**src/rtl/router_pkt_reg.sv**
```systemverilog
// Packet register stage: moves header/payload/check bytes into a destination FIFO.
// Ports: clock/reset, pkt_valid/data_in/fifo_full in; dout/write_enb/dest/busy/parity_done/err/len_err out.
module router_pkt_reg #(
  parameter int DATA_W     = 8,
  parameter int NUM_CH     = 3,
  parameter int ADDR_W     = 2,
  parameter int CHECK_MODE = 0
) (
  input  logic              clock,
  input  logic              reset,
  input  logic              pkt_valid,
  input  logic [DATA_W-1:0] data_in,
  input  logic              fifo_full,
  output logic [DATA_W-1:0] dout,
  output logic              write_enb,
  output logic [ADDR_W-1:0] dest,
  output logic              busy,
  output logic              parity_done,
  output logic              err,
  output logic              len_err
);

  localparam int LEN_W = DATA_W - ADDR_W;
  localparam logic [ADDR_W:0] NCH = NUM_CH[ADDR_W:0];

  typedef enum logic [2:0] {
    IDLE,
    LOAD_FIRST,
    LOAD_DATA,
    HOLD,
    CHECK,
    DROP
  } state_t;

  state_t state, n_state;

  logic [DATA_W-1:0] hdr, n_hdr;
  logic [LEN_W-1:0]  len, n_len;
  logic [DATA_W-1:0] acc, n_acc;
  logic [LEN_W-1:0]  cnt, n_cnt;
  logic [DATA_W-1:0] pkt_check, n_chk;
  logic [DATA_W-1:0] hold, n_hold;
  logic              hold_chk, n_hchk;
  logic [DATA_W-1:0] n_dout;
  logic              n_we;
  logic [ADDR_W-1:0] n_dest;
  logic              n_pd, n_err, n_lerr;

  function automatic logic [DATA_W-1:0] step(
    input logic [DATA_W-1:0] a,
    input logic [DATA_W-1:0] b
  );
    if (CHECK_MODE == 1) return a + b;
    return a ^ b;
  endfunction

  always_ff @(posedge clock or posedge reset) begin
    if (reset) state <= IDLE;
    else       state <= n_state;
  end

  always_comb begin
    n_state = state;
    n_hdr   = hdr;
    n_len   = len;
    n_acc   = acc;
    n_cnt   = cnt;
    n_chk   = pkt_check;
    n_hold  = hold;
    n_hchk  = hold_chk;
    n_dout  = dout;
    n_we    = 1'b0;
    n_dest  = dest;
    n_pd    = parity_done;
    n_err   = err;
    n_lerr  = len_err;
    busy    = 1'b0;
    unique case (state)
      IDLE: begin
        if (pkt_valid) begin
          n_hdr  = data_in;
          n_dest = data_in[ADDR_W-1:0];
          n_len  = data_in[DATA_W-1:ADDR_W];
          n_acc  = '0;
          n_cnt  = '0;
          n_pd   = 1'b0;
          n_err  = 1'b0;
          n_lerr = 1'b0;
          if ({1'b0, data_in[ADDR_W-1:0]} < NCH)
            n_state = LOAD_FIRST;
          else
            n_state = DROP;
        end
      end
      LOAD_FIRST: begin
        busy = 1'b1;
        if (!fifo_full) begin
          n_dout  = hdr;
          n_we    = 1'b1;
          n_acc   = step(acc, hdr);
          n_state = LOAD_DATA;
        end
      end
      LOAD_DATA: begin
        if (pkt_valid) begin
          n_acc = step(acc, data_in);
          n_cnt = (&cnt) ? cnt : cnt + 1'b1;
        end else begin
          n_chk = data_in;
        end
        // A blocked byte is parked so the source can move on.
        if (fifo_full) begin
          n_hold  = data_in;
          n_hchk  = !pkt_valid;
          n_state = HOLD;
        end else begin
          n_dout  = data_in;
          n_we    = 1'b1;
          n_state = pkt_valid ? LOAD_DATA : CHECK;
        end
      end
      HOLD: begin
        busy = 1'b1;
        if (!fifo_full) begin
          n_dout  = hold;
          n_we    = 1'b1;
          n_state = hold_chk ? CHECK : LOAD_DATA;
        end
      end
      CHECK: begin
        busy    = 1'b1;
        n_pd    = 1'b1;
        n_err   = (pkt_check != acc);
        n_lerr  = (cnt != len);
        n_state = IDLE;
      end
      DROP: begin
        if (!pkt_valid) n_state = IDLE;
      end
      default: n_state = IDLE;
    endcase
  end

  always_ff @(posedge clock or posedge reset) begin
    if (reset) begin
      hdr         <= '0;
      len         <= '0;
      acc         <= '0;
      cnt         <= '0;
      pkt_check   <= '0;
      hold        <= '0;
      hold_chk    <= 1'b0;
      dout        <= '0;
      write_enb   <= 1'b0;
      dest        <= '0;
      parity_done <= 1'b0;
      err         <= 1'b0;
      len_err     <= 1'b0;
    end else begin
      hdr         <= n_hdr;
      len         <= n_len;
      acc         <= n_acc;
      cnt         <= n_cnt;
      pkt_check   <= n_chk;
      hold        <= n_hold;
      hold_chk    <= n_hchk;
      dout        <= n_dout;
      write_enb   <= n_we;
      dest        <= n_dest;
      parity_done <= n_pd;
      err         <= n_err;
      len_err     <= n_lerr;
    end
  end

endmodule

```
**config.mk**
```make
export PLATFORM = sky130hd
export DESIGN_NAME = router_pkt_reg
export DESIGN_NICKNAME = d
export VERILOG_FILES = /design/src/rtl/router_pkt_reg.sv
export SDC_FILE = /design/constraint.sdc
export NUM_CORES = 1
export LEC_CHECK = 0
export BUFFER_PORTS_ARGS = -buffer_cell sky130_fd_sc_hd__clkbuf_2
export CORE_MARGIN = 5
export CORE_UTILIZATION = 40
export DETAILED_ROUTE_END_ITERATION = 16
export PLACE_DENSITY = 0.59
export RECOVER_POWER = 50
export SLEW_MARGIN = 20
export SYNTH_ARGS = -nofsm -noshare
export SYNTH_HDL_FRONTEND = slang
export SYNTH_SLANG_ARGS = --single-unit
```
**constraint.sdc**
```tcl
create_clock -name clock -period 2 [get_ports clock]
set_clock_uncertainty 0.15 [all_clocks]
set_input_delay 0.3 -clock clock [delete_from_list [all_inputs] [get_ports clock]]
set_output_delay 0.3 -clock clock [all_outputs]
set_load 0.1 [all_outputs]
```
==> results of run 1 <==
## state kept, by name, indices dropped and copies added, names as in the netlist, 3 cells and up
name and cells:
acc 8, cnt 6, dout 8, hdr 7, hold 8, pkt_check 8, state 3
## repair_timing
action	in CTS	in global routing
buffers inserted	0	1
hold buffers	1	0
endpoints found under the setup margin	1	13
gates resized for setup	2	3
hold endpoints to repair	54	0
## logic make-up (layout without fill, tap and decap cells)
kind of cell,after synthesis,after routing,share of synthesized area (%)
buffers and inverters,19,56,3.70
flip-flops,54,54,48.8
multiplexers,43,43,17.7
adder cells (fa/ha/maj),1,1,0.452
XOR/XNOR,22,22,6.96
AO/OA/AOI/OAI,51,51,11.1
AND/OR/NAND/NOR,58,58,11.3
## per-layer routing
metal  routed length (um)  share of wire, %  track usage [%]  vias to the layer above
met2                 2690                46             23.0                       22
met5                    0                 0                0                        -
met1                 3010                51             21.0                      911
met3                  142               2.4             3.14                        4
li1                     -                 -                -                      941
met4                   63               1.1             4.76                        0
## worst max path at each step
stage               depth (start not counted)      from  slack (ps)  endpoint
finish                                      5  state[0]         110      busy
global route                                5  state[0]          30      busy
CTS                                         5  state[0]          50      busy
detailed placement                          5  state[0]          90    acc[5]
global placement                            5  state[0]         110    acc[6]
floorplan                                   4  state[0]         100      busy
## area by class of cell
cell class                      count  area [sq um]  share of cell area, %
Clock inverter                      3          23.8                  0.747
Inverter                            4          15.0                  0.472
Multi-Input combinational cell    175          1340                   42.3
Sequential cell                    54          1350                   42.5
Clock buffer                        5          68.8                   2.16
Tap cell                           80           100                   3.15
Timing Repair Buffer               44           278                   8.73
## critical path: cells and delay by family (launching register included)
family                 cells  cell delay [ps]
buffers and inverters      2              400
DFF                        1              420
and+or+nand+nor            2              240
AOI/OAI and AO/OA          1               90
## synthesized netlist by cell type
| cell type | instances | area (sq um) |
|---|---|---|
| a211oi_1 | 1 | 7.51 |
| a21oi_1 | 4 | 20.0 |
| a22o_1 | 9 | 78.8 |
| a22oi_1 | 2 | 15.0 |
| a31oi_1 | 1 | 6.26 |
| a41oi_1 | 1 | 8.76 |
| and2_1 | 1 | 6.26 |
| and3_1 | 1 | 6.26 |
| and3b_1 | 1 | 8.76 |
| buf_1 | 1 | 3.75 |
| buf_2 | 4 | 20.0 |
| buf_4 | 3 | 22.5 |
| buf_6 | 2 | 22.5 |
| clkbuf_1 | 5 | 18.8 |
| dfrtp_1 | 54 | 1350 |
| ha_1 | 1 | 12.5 |
| inv_1 | 3 | 11.3 |
| inv_2 | 1 | 3.75 |
| mux2_1 | 16 | 180 |
| mux2_4 | 8 | 120 |
| mux2i_1 | 19 | 190 |
| nand2_1 | 26 | 97.6 |
| nand2b_1 | 1 | 6.26 |
| nand3_1 | 2 | 10.0 |
| nand4_1 | 5 | 31.3 |
| nand4bb_1 | 1 | 11.3 |
| nor2_1 | 7 | 26.3 |
| nor2_4 | 1 | 11.3 |
| nor2b_1 | 5 | 31.3 |
| nor3_1 | 1 | 5.00 |
| nor3b_1 | 2 | 15.0 |
| nor4b_4 | 1 | 23.8 |
| o21ai_0 | 21 | 105 |
| o21ai_1 | 10 | 50.1 |
| o31ai_1 | 2 | 15.0 |
| or2_2 | 1 | 6.26 |
| or3_1 | 1 | 6.26 |
| or3b_4 | 1 | 11.3 |
| xnor2_1 | 20 | 175 |
| xor2_1 | 2 | 17.5 |
## metrics by stage
| step | instances | worst slack [ps] | util (%) | cell area (sq um) |
|---|---|---|---|---|
| after floorplan | 248 | 102 | - | 2780 |
| after global placement | 355 | 113 | 45.5 | 3070 |
| after detailed placement | 355 | 91.1 | 45.5 | 3070 |
| after CTS | 364 | 46.2 | 47.1 | 3180 |
| after global routing | 365 | 31.3 | 47.1 | 3180 |
| final | 365 | 106 | 47.1 | 3180 |
==> results_dict.tcl, run 1 <==
set metrics [dict create \
    rsz0062_at_grt "no" \
    path_class "register to output pin" \
    status "completed" \
    grt_pass1_vias 1931 \
    ant_nets 0 \
    dp_hpwl_um 4210 \
    fp.dieW_um 93.2 \
    ys_types 40 \
    path_cells "buf_4, nor2_4, nand2_2, o21ai_4, buf_12" \
    end_kind "output pin" \
    die_area_sq_mm 0.00869 \
    cp.required_ps 1550 \
    wl_per_cell_um 16.2 \
    path_max_fanout 14 \
    antenna_found_initial 0 \
    clk_pin_slew_ps 100 \
    fin_hold_ws_ps 130 \
    viasPerCell 5.15 \
    htreeDepth 2 \
    ios 27 \
    worstHoldEndpoint "hold[5]" \
    grtUsageTotal_pct 14.9 \
    initial_core_util_pct 41.0 \
    finalCritPeriodShare_pct 94.7 \
    via_count 1878 \
    slew_headroom_pct 50.4 \
    final_cell_mix "54 x dfrtp_1, 25 x nand2_1, 24 x clkbuf_2" \
    drt-total-wl_um 5910 \
    reg2reg_depth 5 \
    drive_gt1_share_pct 23.5 \
    cts.sinks 54 \
    die_h_um 93.2 \
    syn_to_final_growth_pct 14.8 \
    cpPeakStageDelay_ps 420 \
    hold_violations 0 \
    ys_ff_latch 54 \
    dr.pass1.iters 4 \
    whs_path_depth 2 \
    synth_cells 248 \
    yosysSeqAreaShare_pct 48.8 \
    setup_tns_ps 0 \
    setup_violations 0 \
    maxSlewViolCount 0 \
    grt_max_degree 55 \
    antenna_cells 0 \
    syn_nets 261 \
    timing.max_cap.violations 0 \
    start_kind "register" \
    io_buffers 26 \
    cts_buffer_depth 2 \
    coreArea_sq_mm 0.00676 \
    worstHoldPathType "input port to register" \
    fmax_mhz 528 \
    yosys_warnings 0 \
    fillers 615 \
    final_common_cell "dfrtp_1" \
    clk_latency_ps 310 \
    grt_overflow 0 \
    cts_root_buf "clkbuf_8" \
    period_needed_ps 1890 \
    slowest_stage "dfrtp_1" \
    nNetsFinal 297 \
    worst_pin_slew_ps 744 \
    holdCritStartpoint "data_in[5]" \
    timing.rr.start "state[1]" \
    avgSynthCellArea_sq_um 11.2 \
    gp_congestion 0.777 \
    grt_first_pass_wirelength_um 10100 \
    drc 0 \
    worst_ep_arrival_time_ps 1440 \
    drt-initial-drc-count 113 \
    syn_area_sq_mm 0.00277 \
    rows 30 \
    r2r-end "acc[3]" \
    cts_tree "yes" \
    numCtsBuffers 5 \
    ff2ff_setup_slack_ps 160 \
]
Power of run 1 is left out: the tool's default activity adds up to more than one toggle a clock period on the data nets, which glitch-free logic cannot reach.
==> run 2, diff against run 1 <==
--- a/config.mk
+++ b/config.mk
@@ -5,11 +5,12 @@
 export SDC_FILE = /design/constraint.sdc
 export NUM_CORES = 1
 export LEC_CHECK = 0
+export ABC_AREA = 1
 export BUFFER_PORTS_ARGS = -buffer_cell sky130_fd_sc_hd__clkbuf_2
 export CORE_MARGIN = 5
 export CORE_UTILIZATION = 40
 export DETAILED_ROUTE_END_ITERATION = 16
-export PLACE_DENSITY = 0.59
+export PLACE_DENSITY = 0.58
 export RECOVER_POWER = 50
 export SLEW_MARGIN = 20
 export SYNTH_ARGS = -nofsm -noshare
==> run 2 against run 1 <==
  * Critical path type unchanged
  * Final cell count rose by 47%
  * Synthesized cell count grew 65%
  * Highest routed layer unchanged
  * Worst hold slack got worse by 52 ps
  * Global-route usage is 2.1 points higher
==> results_dict.tcl, run 2 <==
set metrics [dict create \
    path_max_fanout 5 \
    antenna_found_initial 0 \
    worst_pin_slew_ps 741 \
    drive_gt1_share_pct 13.7 \
    synthTopCellsByCount "144 x nand2_1, 54 x dfrtp_1, 45 x inv_1" \
    syn_nets 421 \
    via_count 2580 \
    die_h_um 95.9 \
    muxShareOfSynthArea_pct 0 \
    dr.pass1.iters 4 \
    design_area_sq_mm 0.00332 \
    initial_core_util_pct 40.9 \
    cts_tree "yes" \
    synth_area_leader_cell "dfrtp_1" \
    syn_to_final_growth_pct 12.6 \
    finalCritPeriodShare_pct 94.2 \
    synth_top_family_by_area "simple AND/OR/NAND/NOR gates" \
    multi_input_area_sq_mm 0.00133 \
    io_buffers 26 \
    ys_top_cells_by_area "dfrtp_1 46%, nand2_1 18%, nand3_1 5.8%" \
    ant_nets 0 \
    hold_violations 0 \
    grt_first_pass_wirelength_um 12000 \
    total_power_mw 6.21 \
    clk_pin_slew_ps 110 \
    p_leak_nw 1.77 \
    grt_max_degree 55 \
    fmax_mhz 531 \
    cts.sinks 54 \
    cp.required_ps 1550 \
    synth_adder_area_share_pct 0.424 \
    synth-compound-area-share_pct 6.45 \
    drt-initial-drc-count 186 \
    stdcell_count 537 \
    syn_area_sq_mm 0.00295 \
    wl_per_cell_um 13.5 \
    status "completed" \
    grt_pass1_vias 2378 \
    worst_ep_arrival_time_ps 1430 \
    seqCellArea_sq_mm 0.00135 \
    placed_area_sq_mm 0.00320 \
    synth_cells 408 \
    synth-xor-area-share_pct 1.78 \
    yosys_warnings 0 \
    yosysSeqAreaShare_pct 45.8 \
    synth-async-reset-ratio_pct 100 \
    ys_types 25 \
    avgSynthCellArea_sq_um 7.23 \
    fillers 738 \
    start_kind "register" \
    numCtsBuffers 5 \
    gp_congestion 0.854 \
    synth-edff-count 0 \
    synth-main-ff-cell "dfrtp_1" \
    place_inst 527 \
    drc 0 \
    timing.max_cap.violations 0 \
    path_class "register to output pin" \
    clk_latency_ps 310 \
    final_cell_mix "144 x nand2_1, 53 x dfrtp_1, 45 x inv_1" \
    worstHoldPathType "input port to register" \
    period_needed_ps 1880 \
    antenna_cells 0 \
    final_common_cell "nand2_1" \
    htreeDepth 2 \
    ios 27 \
    cts_buffer_depth 2 \
    rows 31 \
    grt_overflow 0 \
    setup_tns_ps 0 \
    rsz0062_at_grt "no" \
    synth_top_area_share_pct 45.8 \
    coreArea_sq_mm 0.00721 \
    fp.dieW_um 95.9 \
    viasPerCell 4.80 \
    die_area_sq_mm 0.00919 \
    ys_ff_latch 54 \
    yosysMostFrequentCell "nand2_1" \
    p_per_area_mw_per_mm2 1870 \
    vdd.ir_drop.worst_mv 0.601 \
    setup_violations 0 \
    drt-total-wl_um 7240 \
    maxSlewViolCount 0 \
    yosys.area_share.simple_pct 36.3 \
    end_kind "output pin" \
    cts_root_buf "clkbuf_8" \
    grtUsageTotal_pct 17.1 \
    dp_hpwl_um 5230 \
    slew_headroom_pct 50.6 \
    nNetsFinal 450 \
]
## run 2: changes by cell type in the layout (fill, tap and decap cells not counted), moves of 16 or more
cell     change
nand2_1    +119
inv_1       +43
nor2_1      +39
nand3_1     +32
mux2i_1     -19
xnor2_1     -17
mux2_1      -16
## run 2: path summary, 6_finish.rpt
| check | from | end | slack, ps | cells past startpoint |
|---|---|---|---|---|
| worst max-delay path | state[0] | busy | 120 | 4 |
| worst min-delay path | data_in[1] | hdr[1] | 80 | 3 |
| worst max register to register | state[2] | acc[7] | 130 | 9 |
| worst min register to register | parity_done | parity_done | 330 | 2 |
| max in group asynchronous | reset | state[2] | 560 | 4 |
| min in group asynchronous | reset | dest[0] | 590 | 4 |
## run 2: logic make-up (layout without fill, tap and decap cells)
kind of cell	after synthesis	count (layout)
flops	54	54
xor+xnor	6	6
compound gates	38	38
fa+ha+maj	1	1
buf+inv	61	91
simple gates	248	248
## run 2: timing repair
action | 4_1_cts | 5_1_grt
cloned | 0 | 0
setup endpoints to repair | 1 | 1
hold buffers | 1 | 0
buffers inserted | 0 | 1
endpoints found under the hold margin | 54 | 0
gates resized for setup | 1 | 0
## run 2: critical path, cell delays in order, from the launching register on
cell and delay (ps):
dfrtp_1 460, nor3_1 280, inv_1 100, o21ai_2 90, buf_12 190
## run 2: routing by layer
metal / vias to the layer above / part of all wire, % / track usage (%)
met4: 0 / 1.5 / 5.33
met2: 63 / 45 / 25.4
met5: - / 0 / 0
met1: 1178 / 48 / 24.6
met3: 12 / 5.4 / 3.83
li1: 1327 / - / -
## run 2: where the power goes
part           total (mW)  internal, mW  switching, mW
clock               0.769         0.376          0.393
combinational        3.57         0.913           2.65
sequential           1.87          1.53          0.345
total                6.21          2.82           3.39
## run 2: final cells by class
| type | instances | area share, % |
|---|---|---|
| clock buffer | 5 | 2.07 |
| clock inverter | 3 | 1.32 |
| inverter | 47 | 5.39 |
| multi-input combinational | 293 | 40.1 |
| sequential | 54 | 40.7 |
| tap | 99 | 3.73 |
| timing repair buffer | 36 | 6.71 |
## run 2: per-stage QoR
step / setup slack, ps / util, % / hold slack, ps
2_1_floorplan: 78.3 / - / 259
3_3_place_gp: 236 / 44.4 / 212
3_5_place_dp: 216 / 44.4 / 212
4_1_cts: 82.7 / 46.1 / 74.3
5_1_grt: 10.4 / 46.0 / 101
6_report: 117 / 46.0 / 77.2
No activity file was read; power rests on OpenSTA's default activity.
